**config.mk**
```make
export PLATFORM = sky130hd
export DESIGN_NAME = pc_unit
export DESIGN_NICKNAME = d
export VERILOG_FILES = /design/src/rtl/pc_unit_pkg.sv /design/src/rtl/pc_trace_buf.sv /design/src/rtl/pc_unit.sv
export SDC_FILE = /design/constraint.sdc
export NUM_CORES = 1
export LEC_CHECK = 0
export CORE_MARGIN = 4
export CORE_UTILIZATION = 53
export DETAILED_ROUTE_END_ITERATION = 8
export GPL_TIMING_DRIVEN = 0
export PLACE_DENSITY = 0.91
export SLEW_MARGIN = 20
export SYNTH_ARGS = -nofsm -noshare
export SYNTH_HDL_FRONTEND = slang
export SYNTH_SLANG_ARGS = --single-unit
```
**constraint.sdc**
```tcl
create_clock -name clk -period 11.85 [get_ports clk]
set_input_delay 1.185 -clock clk [delete_from_list [all_inputs] [get_ports clk]]
set_output_delay 1.185 -clock clk [all_outputs]
set_load 0.005 [all_outputs]
```
**src/rtl/pc_unit_pkg.sv**
```systemverilog
// pc_unit_pkg: shared encodings and default address map for the program-counter block.
//   - next-PC select encodings (PC_SEL_*)
//   - halt cause encodings (HALT_*)
//   - FSM state type
//   - default instruction-memory window and trap vector
package pc_unit_pkg;

    localparam logic [1:0] PC_SEL_SEQ  = 2'b00;  // PC + 4
    localparam logic [1:0] PC_SEL_ABS  = 2'b01;  // absolute tgt
    localparam logic [1:0] PC_SEL_REL  = 2'b10;  // PC + signed tgt
    localparam logic [1:0] PC_SEL_TRAP = 2'b11;  // trap vector

    localparam logic [1:0] HALT_NONE  = 2'b00;
    localparam logic [1:0] HALT_RANGE = 2'b01;
    localparam logic [1:0] HALT_ALIGN = 2'b10;

    typedef enum logic [0:0] {
        StRun,
        StHalted
    } pc_state_e;

    localparam logic [31:0] PC_IMEM_BASE  = 32'h0100_0000;
    localparam logic [31:0] PC_IMEM_LIMIT = 32'h0100_0FFC;
    localparam logic [31:0] PC_RESET_ADDR = 32'h0100_0000;
    localparam logic [31:0] PC_TRAP_ADDR  = 32'h0100_0F00;

endpackage

```
**src/rtl/pc_trace_buf.sv**
```systemverilog
// pc_trace_buf: circular buffer of redirect records, most recent first on read.
// Ports:
//   clk, rst    clock, asynchronous active-low reset (clears all entries)
//   wr_en       record wr_data this cycle
//   wr_data     {source PC, target PC}
//   rd_idx      0 = newest entry, higher = older
//   rd_data     selected entry (0 if never written)
module pc_trace_buf #(
    parameter int unsigned ADDR_W = 32,
    parameter int unsigned DEPTH  = 8,
    parameter int unsigned IDX_W  = $clog2(DEPTH)
) (
    input  logic                clk,
    input  logic                rst,
    input  logic                wr_en,
    input  logic [2*ADDR_W-1:0] wr_data,
    input  logic [IDX_W-1:0]    rd_idx,
    output logic [2*ADDR_W-1:0] rd_data
);

    logic [2*ADDR_W-1:0] mem_q [DEPTH];
    logic [2*ADDR_W-1:0] mem_d [DEPTH];
    logic [IDX_W-1:0]    wr_ptr_q, wr_ptr_d;
    logic [IDX_W-1:0]    rd_ptr;

    always_comb begin
        wr_ptr_d = wr_ptr_q;
        for (int i = 0; i < DEPTH; i++) begin
            mem_d[i] = mem_q[i];
        end
        if (wr_en) begin
            mem_d[wr_ptr_q] = wr_data;
            wr_ptr_d        = wr_ptr_q + IDX_W'(1);
        end
    end

    // wr_ptr points at the next free slot; DEPTH is a power of two so the
    // subtraction wraps around the ring naturally.
    assign rd_ptr  = wr_ptr_q - IDX_W'(1) - rd_idx;
    assign rd_data = mem_q[rd_ptr];

    always_ff @(posedge clk or negedge rst) begin
        if (!rst) begin
            wr_ptr_q <= '0;
            for (int i = 0; i < DEPTH; i++) begin
                mem_q[i] <= '0;
            end
        end else begin
            wr_ptr_q <= wr_ptr_d;
            for (int i = 0; i < DEPTH; i++) begin
                mem_q[i] <= mem_d[i];
            end
        end
    end

endmodule

```
**src/rtl/pc_unit.sv**
```systemverilog
// pc_unit: RV32 program counter with sequential/absolute/relative/trap updates,
// same-edge range and alignment checking, sticky halt with cause, resume and
// a saturating accepted-update counter.
// Optional redirect trace buffer enabled by defining PC_TRACE_EN.
// Ports:
//   clk, rst     clock, asynchronous active-low reset
//   en           update request
//   sel, tgt     next-PC mode and target/offset
//   resume       leave HALTED, restart at RESET_ADDR
//   inst_addr    registered fetch address
//   next_addr    combinational candidate next PC
//   halt         high in HALTED
//   halt_cause   reason for the halt
//   upd_cnt      accepted update count (saturating)
//   trace_idx    trace read index (PC_TRACE_EN)
//   trace_data   {source PC, target PC} (PC_TRACE_EN, else 0)
module pc_unit
    import pc_unit_pkg::*;
#(
    parameter int unsigned       ADDR_W      = 32,
    parameter logic [ADDR_W-1:0] IMEM_BASE   = ADDR_W'(PC_IMEM_BASE),
    parameter logic [ADDR_W-1:0] IMEM_LIMIT  = ADDR_W'(PC_IMEM_LIMIT),
    parameter logic [ADDR_W-1:0] RESET_ADDR  = ADDR_W'(PC_RESET_ADDR),
    parameter logic [ADDR_W-1:0] TRAP_ADDR   = ADDR_W'(PC_TRAP_ADDR),
    parameter int unsigned       CNT_W       = 32,
    parameter int unsigned       TRACE_DEPTH = 8
) (
    input  logic                           clk,
    input  logic                           rst,
    input  logic                           en,
    input  logic [1:0]                     sel,
    input  logic [ADDR_W-1:0]              tgt,
    input  logic                           resume,
    output logic [ADDR_W-1:0]              inst_addr,
    output logic [ADDR_W-1:0]              next_addr,
    output logic                           halt,
    output logic [1:0]                     halt_cause,
    output logic [CNT_W-1:0]               upd_cnt,
    input  logic [$clog2(TRACE_DEPTH)-1:0] trace_idx,
    output logic [2*ADDR_W-1:0]            trace_data
);

    pc_state_e         state_q, state_d;
    logic [ADDR_W-1:0] inst_addr_q, inst_addr_d;
    logic [1:0]        halt_cause_q, halt_cause_d;
    logic [CNT_W-1:0]  upd_cnt_q, upd_cnt_d;
    logic              accept;
    logic              misaligned;
    logic              out_of_range;

    // Modulo-2^ADDR_W arithmetic; wrap-around is left to the range check.
    always_comb begin
        next_addr = inst_addr_q + ADDR_W'(4);
        unique case (sel)
            PC_SEL_SEQ:  next_addr = inst_addr_q + ADDR_W'(4);
            PC_SEL_ABS:  next_addr = tgt;
            PC_SEL_REL:  next_addr = inst_addr_q + tgt;
            PC_SEL_TRAP: next_addr = TRAP_ADDR;
        endcase
    end

    assign misaligned   = (next_addr[1:0] != 2'b00);
    assign out_of_range = (next_addr < IMEM_BASE) || (next_addr > IMEM_LIMIT);

    always_comb begin
        state_d      = state_q;
        inst_addr_d  = inst_addr_q;
        halt_cause_d = halt_cause_q;
        upd_cnt_d    = upd_cnt_q;
        accept       = 1'b0;
        case (state_q)
            StRun: begin
                if (en) begin
                    // Alignment is checked first so it wins when both apply.
                    if (misaligned) begin
                        state_d      = StHalted;
                        halt_cause_d = HALT_ALIGN;
                    end else if (out_of_range) begin
                        state_d      = StHalted;
                        halt_cause_d = HALT_RANGE;
                    end else begin
                        accept      = 1'b1;
                        inst_addr_d = next_addr;
                        if (upd_cnt_q != {CNT_W{1'b1}}) begin
                            upd_cnt_d = upd_cnt_q + CNT_W'(1);
                        end
                    end
                end
            end
            StHalted: begin
                // en is ignored here, so resume always wins.
                if (resume) begin
                    state_d      = StRun;
                    inst_addr_d  = RESET_ADDR;
                    halt_cause_d = HALT_NONE;
                end
            end
            default: state_d = StRun;
        endcase
    end

    always_ff @(posedge clk or negedge rst) begin
        if (!rst) begin
            state_q      <= StRun;
            inst_addr_q  <= RESET_ADDR;
            halt_cause_q <= HALT_NONE;
            upd_cnt_q    <= '0;
        end else begin
            state_q      <= state_d;
            inst_addr_q  <= inst_addr_d;
            halt_cause_q <= halt_cause_d;
            upd_cnt_q    <= upd_cnt_d;
        end
    end

    assign inst_addr  = inst_addr_q;
    assign halt       = (state_q == StHalted);
    assign halt_cause = halt_cause_q;
    assign upd_cnt    = upd_cnt_q;

`ifdef PC_TRACE_EN
    logic trace_wr;
    assign trace_wr = accept && (sel != PC_SEL_SEQ);

    pc_trace_buf #(
        .ADDR_W (ADDR_W),
        .DEPTH  (TRACE_DEPTH)
    ) u_trace_buf (
        .clk     (clk),
        .rst     (rst),
        .wr_en   (trace_wr),
        .wr_data ({inst_addr_q, next_addr}),
        .rd_idx  (trace_idx),
        .rd_data (trace_data)
    );
`else
    logic unused_trace;
    assign unused_trace = ^{trace_idx, accept};
    assign trace_data   = '0;
`endif

endmodule

```
==> qor.yml <==
status:
  status: "finished clean"
clock_network:
  numCtsBuffers: 9
  clock-root-buffer: "clkbuf_16"
  clockBufferDepth: 2
  clk_pin_slew_worst_paths_ns: 0.05
  postCtsHoldBufs: 0
  clk_latency_ns: 0.32
  cts_tree: "done"
  postCtsSetupRepairBufs: 0
  h-tree-depth: 3
  post_cts_resized: 0
  cts_sinks: 67
timing:
  setup_slack_ns: 5.79
  worst_slew_pin_slew_ns: 0.883
  slew_violations: 0
  min_period_over_period: 0.511
  worst_clock_skew_ns: 0.00554
  max_freq_ghz: 0.165
  hold_violations: 0
  slew_headroom: 0.396
  rsz0062_at_grt: "no"
  setup_tns_ns: 0
  fin_crit_ns: 6.06
  finalSetupViolations: 0
drt:
  drtIter0Drc: 828
  dr_total_vias: 7251
  wl_per_cell_um: 18.8
  first_pass_iters: 5
  route.antenna.remaining_nets: 0
  drc: 0
  routed_wl_mm: 23.4
  vias_per_cell: 5.83
grt:
  grt.total_usage: 0.313
  grt_max_degree: 54
  first_global_vias: 6808
  antenna_found_initial: 0
  grt_pass1_wl_mm: 36.4
  grt_overflow: 0
logic_synthesis:
  async_flop_share: 1.00
  syn_area_mm2: 0.00677
  yosys-top-cells-count: "nand2_1 (82), nor2_1 (73), buf_4 (66), dfrtp_1 (66), a21oi_1 (48)"
  synth_ff_type: "dfrtp_1"
  yosys_warnings: 0
  ys_ff_latch: 67
  syn_avg_cell_area_um2: 7.90
  yosysMostFrequentCell: "nand2_1"
  synth_cell_type_count: 73
  netlist_instances: 857
  synth_top_area_cell: "dfrtp_1"
  synth_edf_count: 0
  synth.area.top_cells: "dfrtp_1 (24%), buf_4 (7.3%), ha_1 (6.1%)"
  synth_top_area_frac: 0.244
  synth.yosys.seq_area_share: 0.248
floorplan:
  die_y_um: 121
  std_cell_rows: 41
  dieArea_mm2: 0.0146
  ios: 204
  die_w_um: 121
  start_util: 0.538
  core-area_mm2: 0.0126
power_and_ir_drop:
  powerDensity_mw_per_mm2: 75.0
  ir_drop_uv: 119
  leakagePower_nw: 3.97
placement:
  io_buffers: 135
  dp_hpwl_mm: 18.3
  dp_slack_ns: 5.73
  gp_congestion: 0.974
setup_path:
  startpoint: "tgt[22]"
  worstPathRequired_ns: 10.67
  worstSetupPathType: "primary input to output pin"
  timing.rr.start: "inst_addr[0]"
  critPathBufInv: 3
  crit_chain: "clkdlybuf4s50_1 -> ha_1 -> clkbuf_1 -> nand4_1 -> or3_1 -> a2111oi_0 -> nor3_1 -> o31ai_1 -> clkdlybuf4s50_1"
  critPathTopFamily: "buffers and inverters"
  crit_path_max_fanout: 9
  crit_path_top_delay_cell: "a2111oi_0"
  cp.arrival_ns: 4.87
  cpPeakStageDelay_ns: 0.81
  end_kind: "output pin"
  cpMostUsedCell: "clkdlybuf4s50_1"
  setup.worst_path.start_class: "primary input"
final_layout:
  diodes: 0
  layout-drive-gt1-share: 0.109
  fillers: 1000
  utilization: 0.710
  multi_input_area_mm2: 0.00447
  seqCellArea_mm2: 0.00168
  nets: 1142
  area_growth_pct: 31.9
hold_path:
  hold_class: "flip-flop to flip-flop"
  worstHoldStart: "upd_cnt[18]"
flow_run:
  max_cap_violations: 0
==> cells in the final DEF (no fill, tap or decap), types with 33 or more instances in the layout <==
cell type	netlist	routed
ha_1	33	33
nand2_1	82	82
inv_1	44	44
nor2_1	73	73
conb_1	1	64
xor2_1	39	39
o21ai_0	34	34
clkdlybuf4s50_1	0	134
buf_4	66	67
dfrtp_1	66	66
a21oi_1	48	48
==> cell type report <==
| cell class | count | share of cell area |
|---|---|---|
| multi-input cells | 701 | 0.501 |
| flip-flops and latches | 67 | 0.188 |
| repair buffers | 136 | 0.154 |
| plain buffers | 106 | 0.0761 |
| clock buffers | 12 | 0.0287 |
| well taps | 172 | 0.0241 |
| inverters | 46 | 0.0193 |
| clock inverters | 4 | 0.00813 |
==> metal layers <==
metal	up-vias	routed length [µm]	global-route usage
li1	3381	-	-
met1	3416	9830	0.433
met2	418	11000	0.502
met3	36	2270	0.0555
met4	0	393	0.0928
met5	-	0	0
==> flip-flops by register name, indices dropped and copies added (netlist names) <==
signal / cells
inst_addr: 32
upd_cnt: 32
halt_cause: 2
halt: 1
==> per-stage QoR <==
step                      hold slack (ns)  total power [W]  cells  instance area [µm²]
after global routing                0.507         0.000693   1244                 8920
after CTS                           0.498         0.000668   1244                 8920
after global placement              0.474         0.000379   1227                 8570
after floorplan                     0.477         0.000316    920                 7000
after detailed placement            0.478         0.000381   1228                 8590
final                               0.497         0.000669   1244                 8920
==> worst reg2reg max path, cell delays in order (launching register included) <==
cell,delay [ns]
dfrtp_1,0.47
ha_1,0.27
fa_1,0.41
a21o_1,0.21
a221o_1,0.42
a41oi_2,0.34
a2bb2oi_1,0.20
o211ai_1,0.13
nor3_1,0.26
nand4bb_1,0.13
or4_1,0.55
or4_1,0.62
buf_6,0.18
nor2_4,0.34
mux2_2,0.38
==> power breakdown <==
group / internal, W / total, W / switching [W]
sequential: 0.000232 / 0.000234 / 0.00000195
combinational: 0.0000680 / 0.000148 / 0.0000796
clock: 0.000195 / 0.000288 / 0.0000926
total: 0.000495 / 0.000669 / 0.000174
==> logic make-up (layout without fill, tap and decap cells) <==
| logic type | after synthesis | count (layout) | share of synthesized area |
|---|---|---|---|
| other | 1 | 64 | 0.000554 |
| adders and majority gates | 34 | 34 | 0.0640 |
| and+or+nand+nor | 324 | 324 | 0.252 |
| buffers and inverters | 152 | 304 | 0.126 |
| xor gates and xnor gates | 70 | 70 | 0.0906 |
| DFF | 67 | 67 | 0.248 |
| muxes | 24 | 24 | 0.0362 |
| AOI/OAI and AO/OA | 185 | 185 | 0.183 |
==> worst paths after layout <==
path	to	slack, ns	cells past startpoint
max in group asynchronous	inst_addr[24]	10.58	2
worst max-delay path	next_addr[29]	5.79	9
worst max register to register	inst_addr[8]	6.83	14
worst min-delay path	upd_cnt[18]	0.50	1
worst min register to register	upd_cnt[18]	0.50	1
min in group asynchronous	upd_cnt[18]	0.72	1
Power figures use the tool's default switching activity.
